**src/rtl/alu_arb_pkg.sv**
```systemverilog
// Shared constants, ALU opcode and arbiter FSM encodings, and the ID-to-one-hot
// helper used by the alu_arbiter slice.
package alu_arb_pkg;

    localparam int DATA_WIDTH = 32;
    localparam int NUM_REQ    = 4;
    localparam int ID_W       = 2;
    localparam int OP_W       = 3;

    typedef enum logic [OP_W-1:0] {
        OP_AND = 3'b000,
        OP_OR  = 3'b001,
        OP_ADD = 3'b010,
        OP_SUB = 3'b110,
        OP_SLT = 3'b111
    } alu_op_e;

    typedef enum logic [1:0] {
        ST_IDLE = 2'b00,
        ST_EXEC = 2'b01,
        ST_RESP = 2'b10
    } arb_state_e;

    function automatic logic [NUM_REQ-1:0] id_onehot(input logic [ID_W-1:0] id);
        logic [NUM_REQ-1:0] oh;
        oh     = '0;
        oh[id] = 1'b1;
        return oh;
    endfunction

endpackage

```
**src/rtl/alu_arbiter_if.sv**
```systemverilog
// Requester-side bundle of the ALU arbiter: request handshake with packed
// operands, tagged response bus and status.
interface alu_arbiter_if;
    import alu_arb_pkg::*;

    logic [NUM_REQ-1:0]            req_valid;
    logic [NUM_REQ-1:0]            req_ready;
    logic [NUM_REQ*DATA_WIDTH-1:0] req_a;
    logic [NUM_REQ*DATA_WIDTH-1:0] req_b;
    logic [NUM_REQ*OP_W-1:0]       req_op;
    logic [NUM_REQ-1:0]            rsp_valid;
    logic [NUM_REQ-1:0]            rsp_ready;
    logic [DATA_WIDTH-1:0]         rsp_result;
    logic                          rsp_zero;
    logic                          rsp_overflow;
    logic                          rsp_carryout;
    logic [ID_W-1:0]               grant_id;
    logic                          busy;

    modport master (
        output req_valid, req_a, req_b, req_op, rsp_ready,
        input  req_ready, rsp_valid, rsp_result, rsp_zero, rsp_overflow,
               rsp_carryout, grant_id, busy
    );

    modport slave (
        input  req_valid, req_a, req_b, req_op, rsp_ready,
        output req_ready, rsp_valid, rsp_result, rsp_zero, rsp_overflow,
               rsp_carryout, grant_id, busy
    );

endinterface

```
**src/rtl/alu.sv**
```systemverilog
// Shared combinational 32-bit ALU: AND/OR/ADD/SUB/SLT; unknown opcodes give 0.
// SUB and SLT reuse the adder as A + ~B + 1, so CarryOut means "no borrow".
module alu
    import alu_arb_pkg::*;
(
    input  logic [DATA_WIDTH-1:0] A,
    input  logic [DATA_WIDTH-1:0] B,
    input  logic [OP_W-1:0]       ALUop,
    output logic [DATA_WIDTH-1:0] Result,
    output logic                  Zero,
    output logic                  Overflow,
    output logic                  CarryOut
);

    logic                  sub;
    logic [DATA_WIDTH-1:0] b_eff;
    logic [DATA_WIDTH:0]   sum;
    logic                  add_ovf;

    always_comb begin
        sub     = (ALUop == OP_SUB) || (ALUop == OP_SLT);
        b_eff   = sub ? ~B : B;
        sum     = {1'b0, A} + {1'b0, b_eff} + {{DATA_WIDTH{1'b0}}, sub};
        add_ovf = (A[DATA_WIDTH-1] == b_eff[DATA_WIDTH-1]) &&
                  (sum[DATA_WIDTH-1] != A[DATA_WIDTH-1]);

        Result   = '0;
        Overflow = 1'b0;
        CarryOut = 1'b0;
        case (ALUop)
            OP_AND: Result = A & B;
            OP_OR:  Result = A | B;
            OP_ADD, OP_SUB: begin
                Result   = sum[DATA_WIDTH-1:0];
                Overflow = add_ovf;
                CarryOut = sum[DATA_WIDTH];
            end
            // signed less-than: sign of the difference corrected by overflow
            OP_SLT: Result = {{(DATA_WIDTH-1){1'b0}}, sum[DATA_WIDTH-1] ^ add_ovf};
            default: Result = '0;
        endcase
        Zero = (Result == '0);
    end

endmodule

```
**src/rtl/alu_rr_pick.sv**
```systemverilog
// Combinational requester picker: round-robin starting after last_grant, or
// fixed priority 0 > 1 > 2 > 3 when ALU_ARB_FIXED_PRIO_EN is defined.
module alu_rr_pick
    import alu_arb_pkg::*;
(
    input  logic [NUM_REQ-1:0] req_valid,
    input  logic [ID_W-1:0]    last_grant,
    output logic [NUM_REQ-1:0] grant,
    output logic [ID_W-1:0]    grant_id
);

`ifdef ALU_ARB_FIXED_PRIO_EN
    logic unused_last_grant;
    assign unused_last_grant = ^last_grant;

    // scan high to low so the lowest valid index is written last
    always_comb begin
        grant_id = '0;
        for (int i = NUM_REQ - 1; i >= 0; i--) begin
            if (req_valid[ID_W'(i)]) grant_id = ID_W'(i);
        end
    end
`else
    // offset NUM_REQ wraps to last_grant itself, so it has the lowest priority
    always_comb begin
        logic [ID_W-1:0] cand;
        grant_id = '0;
        cand     = '0;
        for (int k = NUM_REQ; k >= 1; k--) begin
            cand = last_grant + ID_W'(k);
            if (req_valid[cand]) grant_id = cand;
        end
    end
`endif

    assign grant = (|req_valid) ? id_onehot(grant_id) : '0;

endmodule

```
**src/rtl/alu_arbiter.sv**
```systemverilog
// Shares one ALU among four requesters: pick and latch operands, execute,
// then hold a tagged response. Picker policy follows ALU_ARB_FIXED_PRIO_EN.
//
// state   | meaning
// IDLE    | waiting for any req_valid; req_ready asserted for the winner
// EXEC    | ALU evaluates latched operands; result captured at cycle end
// RESP    | rsp_valid[grant_id] held until rsp_ready[grant_id]
module alu_arbiter
    import alu_arb_pkg::*;
(
    input logic          clk,
    input logic          rst,
    alu_arbiter_if.slave bus
);

    arb_state_e            state_q, state_d;
    logic [ID_W-1:0]       last_grant_q, last_grant_d;
    logic [ID_W-1:0]       grant_id_q, grant_id_d;
    logic [DATA_WIDTH-1:0] a_q, a_d;
    logic [DATA_WIDTH-1:0] b_q, b_d;
    logic [OP_W-1:0]       op_q, op_d;
    logic [NUM_REQ-1:0]    rsp_valid_q, rsp_valid_d;
    logic [DATA_WIDTH-1:0] rsp_result_q, rsp_result_d;
    logic                  rsp_zero_q, rsp_zero_d;
    logic                  rsp_overflow_q, rsp_overflow_d;
    logic                  rsp_carryout_q, rsp_carryout_d;

    logic [NUM_REQ-1:0]    req_ready;
    logic [NUM_REQ-1:0]    pick_grant;
    logic [ID_W-1:0]       pick_id;
    logic [DATA_WIDTH-1:0] alu_result;
    logic                  alu_zero;
    logic                  alu_overflow;
    logic                  alu_carryout;

    alu_rr_pick u_pick (
        .req_valid  (bus.req_valid),
        .last_grant (last_grant_q),
        .grant      (pick_grant),
        .grant_id   (pick_id)
    );

    alu u_alu (
        .A        (a_q),
        .B        (b_q),
        .ALUop    (op_q),
        .Result   (alu_result),
        .Zero     (alu_zero),
        .Overflow (alu_overflow),
        .CarryOut (alu_carryout)
    );

    always_comb begin
        state_d        = state_q;
        last_grant_d   = last_grant_q;
        grant_id_d     = grant_id_q;
        a_d            = a_q;
        b_d            = b_q;
        op_d           = op_q;
        rsp_valid_d    = rsp_valid_q;
        rsp_result_d   = rsp_result_q;
        rsp_zero_d     = rsp_zero_q;
        rsp_overflow_d = rsp_overflow_q;
        rsp_carryout_d = rsp_carryout_q;
        req_ready      = '0;

        case (state_q)
            ST_IDLE: begin
                if (|bus.req_valid) begin
                    req_ready    = pick_grant;
                    a_d          = DATA_WIDTH'(bus.req_a >> (DATA_WIDTH * 32'(pick_id)));
                    b_d          = DATA_WIDTH'(bus.req_b >> (DATA_WIDTH * 32'(pick_id)));
                    op_d         = OP_W'(bus.req_op >> (OP_W * 32'(pick_id)));
                    grant_id_d   = pick_id;
                    last_grant_d = pick_id;
                    state_d      = ST_EXEC;
                end
            end
            ST_EXEC: begin
                rsp_result_d   = alu_result;
                rsp_zero_d     = alu_zero;
                rsp_overflow_d = alu_overflow;
                rsp_carryout_d = alu_carryout;
                rsp_valid_d    = id_onehot(grant_id_q);
                state_d        = ST_RESP;
            end
            ST_RESP: begin
                if (bus.rsp_ready[grant_id_q]) begin
                    rsp_valid_d = '0;
                    state_d     = ST_IDLE;
                end
            end
            default: begin
                rsp_valid_d = '0;
                state_d     = ST_IDLE;
            end
        endcase
    end

    always_ff @(posedge clk or posedge rst) begin
        if (rst) begin
            state_q        <= ST_IDLE;
            last_grant_q   <= ID_W'(NUM_REQ - 1);
            grant_id_q     <= '0;
            a_q            <= '0;
            b_q            <= '0;
            op_q           <= '0;
            rsp_valid_q    <= '0;
            rsp_result_q   <= '0;
            rsp_zero_q     <= 1'b0;
            rsp_overflow_q <= 1'b0;
            rsp_carryout_q <= 1'b0;
        end else begin
            state_q        <= state_d;
            last_grant_q   <= last_grant_d;
            grant_id_q     <= grant_id_d;
            a_q            <= a_d;
            b_q            <= b_d;
            op_q           <= op_d;
            rsp_valid_q    <= rsp_valid_d;
            rsp_result_q   <= rsp_result_d;
            rsp_zero_q     <= rsp_zero_d;
            rsp_overflow_q <= rsp_overflow_d;
            rsp_carryout_q <= rsp_carryout_d;
        end
    end

    assign bus.req_ready    = req_ready;
    assign bus.rsp_valid    = rsp_valid_q;
    assign bus.rsp_result   = rsp_result_q;
    assign bus.rsp_zero     = rsp_zero_q;
    assign bus.rsp_overflow = rsp_overflow_q;
    assign bus.rsp_carryout = rsp_carryout_q;
    assign bus.grant_id     = grant_id_q;
    assign bus.busy         = (state_q != ST_IDLE);

endmodule

```
**src/flat_wrapper.sv**
```systemverilog
// flat-port wrapper written by rule: the top's interface ports become plain ports
module alu_arbiter_flat import alu_arb_pkg::*;
  (clk, rst, bus_req_valid, bus_req_a, bus_req_b, bus_req_op, bus_rsp_ready, bus_req_ready, bus_rsp_valid, bus_rsp_result, bus_rsp_zero, bus_rsp_overflow, bus_rsp_carryout, bus_grant_id, bus_busy);
  alu_arbiter_if bus_i ();
  input logic clk;
  input logic rst;
  input wire logic [$bits(bus_i.req_valid)-1:0] bus_req_valid;
  input wire logic [$bits(bus_i.req_a)-1:0] bus_req_a;
  input wire logic [$bits(bus_i.req_b)-1:0] bus_req_b;
  input wire logic [$bits(bus_i.req_op)-1:0] bus_req_op;
  input wire logic [$bits(bus_i.rsp_ready)-1:0] bus_rsp_ready;
  output wire logic [$bits(bus_i.req_ready)-1:0] bus_req_ready;
  output wire logic [$bits(bus_i.rsp_valid)-1:0] bus_rsp_valid;
  output wire logic [$bits(bus_i.rsp_result)-1:0] bus_rsp_result;
  output wire logic [$bits(bus_i.rsp_zero)-1:0] bus_rsp_zero;
  output wire logic [$bits(bus_i.rsp_overflow)-1:0] bus_rsp_overflow;
  output wire logic [$bits(bus_i.rsp_carryout)-1:0] bus_rsp_carryout;
  output wire logic [$bits(bus_i.grant_id)-1:0] bus_grant_id;
  output wire logic [$bits(bus_i.busy)-1:0] bus_busy;
  assign bus_i.req_valid = bus_req_valid;
  assign bus_i.req_a = bus_req_a;
  assign bus_i.req_b = bus_req_b;
  assign bus_i.req_op = bus_req_op;
  assign bus_i.rsp_ready = bus_rsp_ready;
  assign bus_req_ready = bus_i.req_ready;
  assign bus_rsp_valid = bus_i.rsp_valid;
  assign bus_rsp_result = bus_i.rsp_result;
  assign bus_rsp_zero = bus_i.rsp_zero;
  assign bus_rsp_overflow = bus_i.rsp_overflow;
  assign bus_rsp_carryout = bus_i.rsp_carryout;
  assign bus_grant_id = bus_i.grant_id;
  assign bus_busy = bus_i.busy;
  alu_arbiter u_core (.clk(clk), .rst(rst), .bus(bus_i));
endmodule
```
**config.mk**
```make
export PLATFORM = sky130hd
export DESIGN_NAME = alu_arbiter_flat
export DESIGN_NICKNAME = d
export VERILOG_FILES = /design/src/rtl/alu_arb_pkg.sv /design/src/rtl/alu_arbiter_if.sv /design/src/rtl/alu.sv /design/src/rtl/alu_rr_pick.sv /design/src/rtl/alu_arbiter.sv /design/src/flat_wrapper.sv
export SDC_FILE = /design/constraint.sdc
export NUM_CORES = 1
export LEC_CHECK = 0
export CORE_MARGIN = 3
export CORE_UTILIZATION = 45
export CTS_BUF_LIST = sky130_fd_sc_hd__clkbuf_16
export DETAILED_ROUTE_END_ITERATION = 10
export GPL_TIMING_DRIVEN = 0
export PLACE_DENSITY_LB_ADDON = 0.2
export SKIP_CTS_REPAIR_TIMING = 1
export SLEW_MARGIN = 20
export SYNTH_ARGS = -nofsm -noshare
export SYNTH_HDL_FRONTEND = slang
export SYNTH_SLANG_ARGS = --single-unit
```
**constraint.sdc**
```tcl
create_clock -name clk -period 6.4 [get_ports clk]
set_input_delay 0.96 -clock clk [delete_from_list [all_inputs] [get_ports clk]]
set_output_delay 0.96 -clock clk [all_outputs]
set_load 0.05 [all_outputs]
```
# Yosys cells after proc, flatten, opt, wreduce, memory -nomap -nowiden
# Index checks and enable logic that the tools add are counted.
# word_totals
regBits	112
input_bits	278
out_inout_bits	46
elab_cells	85
# classes
n_addsub	5
multipliers	1
n_lt_le_gt_ge	8
eq_ne	10
shift	3
mux	29
n_bitwise	5
reduce_logical	13
# ops
operator	count
$shr 128x7->32	2
$pmux 32 s4	1
$add 32x32->33	1
$add 33x1->33	1
$and 32x32->32	1
$logic_not 32->1	1
$mux 32	1
$not 32->32	1
$or 32x32->32	1
$lt 2x3->1 const B	6
$mux 2	6
$mux 4	3
$pmux 4 s3	1
$shr 12x4->3	1
$bmux 1 s2	5
$mux 1	9
$eq 3x3->1 const B	2
$pmux 2 s3	1
$reduce_and 2->1	3
$add 2x2->2 const B	2
$demux 1 s2	2
$ge 2x1->1 const B	2
$mul 2x2->4 const A	1
$ne 2x1->1 const B	2
other kinds (16)	18

# Longest topological paths before layout
# logic_depth
word_depth	12
mapped_depth	16

# Modules after synthesis
# A second synthesis with hierarchy kept.
# unflattened
cells_unflattened	904
area_unflattened_um2	9183.8
# modules_own_cells
mod	instances	cells_each	area_per_inst_um2	seq_area_each_um2
alu_arbiter	1	415	5894.4	2805.2
alu	1	460	3076.7	0.0
alu_rr_pick	1	29	212.7	0.0

# Least setup slack after synthesis
# Ideal clock, no wire load.
# synth_timing
path_type	input to output
from	input port bus_req_valid[1]
to	output port bus_req_ready[2]
t_arrival_ns	3.083
required_ns	5.440
path_slack_ns	2.357
path_stages	9
n_path_buf	3
path_cell_list	inv_1 > nor2_1 > a21oi_1 > o32ai_1 > a21o_1 > clkbuf_1 > clkbuf_1 > clkbuf_1 > nor3_1
# synth_via
elab_chain_len	12
elab_cells_between_ends	20
cone_classes	2 x order compare; 16 x mux; 2 x reduce/logical
# synth_rtl
item	line_no	rtl
start: declaration	flat_wrapper.sv:7	input wire logic [$bits(bus_i.req_valid)-1:0] bus_req_valid;
$bmux 1 s2	alu_rr_pick.sv:31	if (req_valid[cand]) grant_id = cand;
$mux 1 (implied by the code)	alu_rr_pick.sv:31	
$mux 2 (4 in series)	alu_rr_pick.sv:31	
$lt 2x3->1 (implied by the code) / $ge 2x1->1 (equally long branches)	alu_arb_pkg.sv:27	oh[id] = 1'b1;
$logic_and 1x1->1 (implied by the code)	alu_arb_pkg.sv:27	
$mux 1 (implied by the code)	alu_arb_pkg.sv:27	
$demux 1 s2	alu_arb_pkg.sv:27	
$mux 4 (*)	alu_arbiter.sv:69	if (|bus.req_valid) begin
$mux 4 (*)	alu_arbiter.sv:67	case (state_q)
end: declaration	flat_wrapper.sv:12	output wire logic [$bits(bus_i.req_ready)-1:0] bus_req_ready;
# Mark *: on every way between the ends. The rest lies on a longest branch, timed or not. The select of a mux whose other input is x is not followed.

# Worst setup path in the final report
# layout_timing
from	input port bus_req_valid[1]
to	output port bus_req_ready[1]
# Same word-level chain as after synthesis.

==> run metrics <==
Layout Utilization=66.4%; max-cap violations=0; Hold Crit Class=reg2reg; final hold viol count=0; Inserted Diodes=0; largest net degree at the start of global routing=75; NumNets Final=1,980; Post-Syn Area=9190 um2; Wirelength per Cell=18.9 um; Synth async-reset ratio=100%; cts bufs inserted=9; crit path DAT=4.39 ns; shortest period the worst path allows=5.35 ns; Commonest cells post-synth=298 x nand2_1, 238 x nor2_1, 183 x o21ai_0; Worst setup SP type=input pin; Port Buffers=323; Setup WS post-layout=1.05 ns; count leader, synth=nand2_1; initial antenna violation count=0; Worst Path Required=5.44 ns; Routed WL=36,600 um; Final period util=83.6%; overall power=8.29 mW; Final Wtd Congestion=0.957; Layout area overhead=43.0%; Rows=51; top-area cell type share of the netlist area=30.0%; Max FO, Critical Path=10; number of global-route vias before repair=10,400; Lkg Pwr=5.51 nW; Root Buffer=clkbuf_16; die width=149 um; Starting DRT DRC Count=930; Post-Layout Cell Count=1,937; Post-synth EDFFs=0; Avg Inst Size Synth=6.90 um2; register area=2810 um2; vias per cell=5.59; fraction of layout cells with a size suffix above 1=2.69%; Top FF cell, synth=dfrtp_1; Synth area leaders=dfrtp_1 30%, nand2_1 12%, o21ai_0 10%, nor2_1 9.7%, ha_1 4.6%; total number of vias=10,800; Synthesized Nets=1,645; Final ANT Viol Nets=0; setup tns final=0 ns; RSZ-0062 raised after global routing=false; Synth warnings=0; final hold slack=0.474 ns; multi-input logic area=5980 um2; flops & latches, synth=112; Post-Place Cells=1,921; CTS H-tree lvls=3; Placed Area=12,800 um2; CTS tree=yes; fmax=187 MHz; max-slew violations=0; DP Wirelength=30,200 um; Cell variety after synth=72; CP Capture Type=primary output; Setup Viol. Count Final=0; Starting Density=46.5%; Worst-Margin Slew=0.872 ns; die area=22,200 um2; Yosys top cell by area=dfrtp_1; worst IR drop on VDD=0.260 mV; drt first pass iters=6; post-synthesis sequential area ratio=30.5%; total grt overflow=0; drt drc=0; first-pass GRT wire length=55,900 um; Worst-path clk slew=0.07 ns; Clock Latency Late Sink=0.36 ns; Cells after Synth=1,332; Ports=324; worst clock skew=0.00798 ns; pre-CTS setup slack=1.09 ns; Fillers=1,828; gr usage total=32.0%; pwr dens=631 nW/um2; status=complete, no violations; Sink Count=112; Die Span Y=149 um; fin area=13,100 um2; Core Area=19,800 um2; Worst slew margin=41.8%; Setup CP Type=in2out; CTS max path bufs=2
-- path summary, 6_finish.rpt --
kind / slack (ns) / cells after the start / endpoint / from
hold reg to reg: 0.47 / 2 / u_core.bus.rsp_result[18]$_DFFE_PP0P_ / u_core.bus.rsp_result[18]$_DFFE_PP0P_
max in group asynchronous: 4.76 / 3 / u_core.last_grant_q[1]$_DFFE_PP1P_ / rst
min in group asynchronous: 0.96 / 2 / u_core.bus.rsp_valid[1]$_DFFE_PP0P_ / rst
setup reg to reg: 1.33 / 15 / u_core.bus.rsp_zero$_DFFE_PP0P_ / u_core.op_q[1]$_DFFE_PP0P_
setup / recovery: 1.05 / 11 / bus_req_ready[1] / bus_req_valid[1]
hold / removal: 0.47 / 2 / u_core.bus.rsp_result[18]$_DFFE_PP0P_ / u_core.bus.rsp_result[18]$_DFFE_PP0P_
-- critical path, stage by stage --
cell	delay, ns
clkdlybuf4s50_1	0.50
inv_1	0.06
nor2_1	0.12
a21oi_1	0.07
o32ai_1	0.19
a21o_1	0.12
clkbuf_1	0.42
clkbuf_1	0.49
clkbuf_1	0.43
and3_1	0.23
clkdlybuf4s50_1	0.80
-- sequential cells by signal, summed over array words and instances (netlist names), 2 cells and up --
| register | count |
|---|---|
| u_core.bus.grant_id | 2 |
| u_core.state_q | 2 |
| u_core.last_grant_q | 2 |
| u_core.bus.rsp_result | 32 |
| u_core.a_q | 32 |
| u_core.b_q | 32 |
| u_core.bus.rsp_valid | 4 |
| u_core.op_q | 3 |
-- final cells by class --
type	count	share of cell area, %
well taps	265	2.52
clock inverters	7	0.971
inverters	12	0.381
plain buffers	94	2.75
clock buffers	9	1.71
repair buffers	324	24.8
flip-flops and latches	112	21.3
multi-input cells	1114	45.5
-- placed cells by master (no fill, tap or decap), types with 4 or more instances in the layout --
cell type,n
clkdlybuf4s50_1,323
nand2_1,298
nor2_1,238
o21ai_0,183
dfrtp_1,110
clkbuf_1,79
nand3_1,78
a21oi_1,44
xnor2_1,44
ha_1,34
maj3_1,29
a22oi_1,15
nand4_1,13
inv_1,11
a21o_1,11
xor2_1,11
buf_1,10
nor3_1,9
clkbuf_16,9
and3_1,8
nand2b_1,7
nor2b_1,4
buf_2,4
a221oi_1,4
mux2_2,4
a31oi_1,4
and2_1,4
-- power breakdown --
part	switching, mW	total (mW)	internal, mW
Clock	0.272	0.661	0.388
Combinational	4.01	6.24	2.24
Sequential	0.334	1.39	1.06
Total	4.61	8.29	3.68
-- cells by family after synthesis --
kind of cell,after synthesis,share of synthesized area [%]
flip-flops,112,30.5
adder cells (fa/ha/maj),64,8.01
XOR/XNOR,55,5.24
AO/OA/AOI/OAI,316,20.8
multiplexers,7,0.817
AND/OR/NAND/NOR,672,30.2
buffers and inverters,106,4.42
-- metal layers --
layer / GRT usage [%] / wire length (um) / share of wire (%) / vias to the layer above
met5: 0 / 0 / 0 / -
met4: 10.7 / 1110 / 3.0 / 0
met3: 5.65 / 2850 / 7.8 / 76
met2: 53.7 / 17500 / 48 / 506
met1: 42.0 / 15100 / 41 / 5022
li1: - / - / - / 5228
Power figures use the tool's default switching activity.
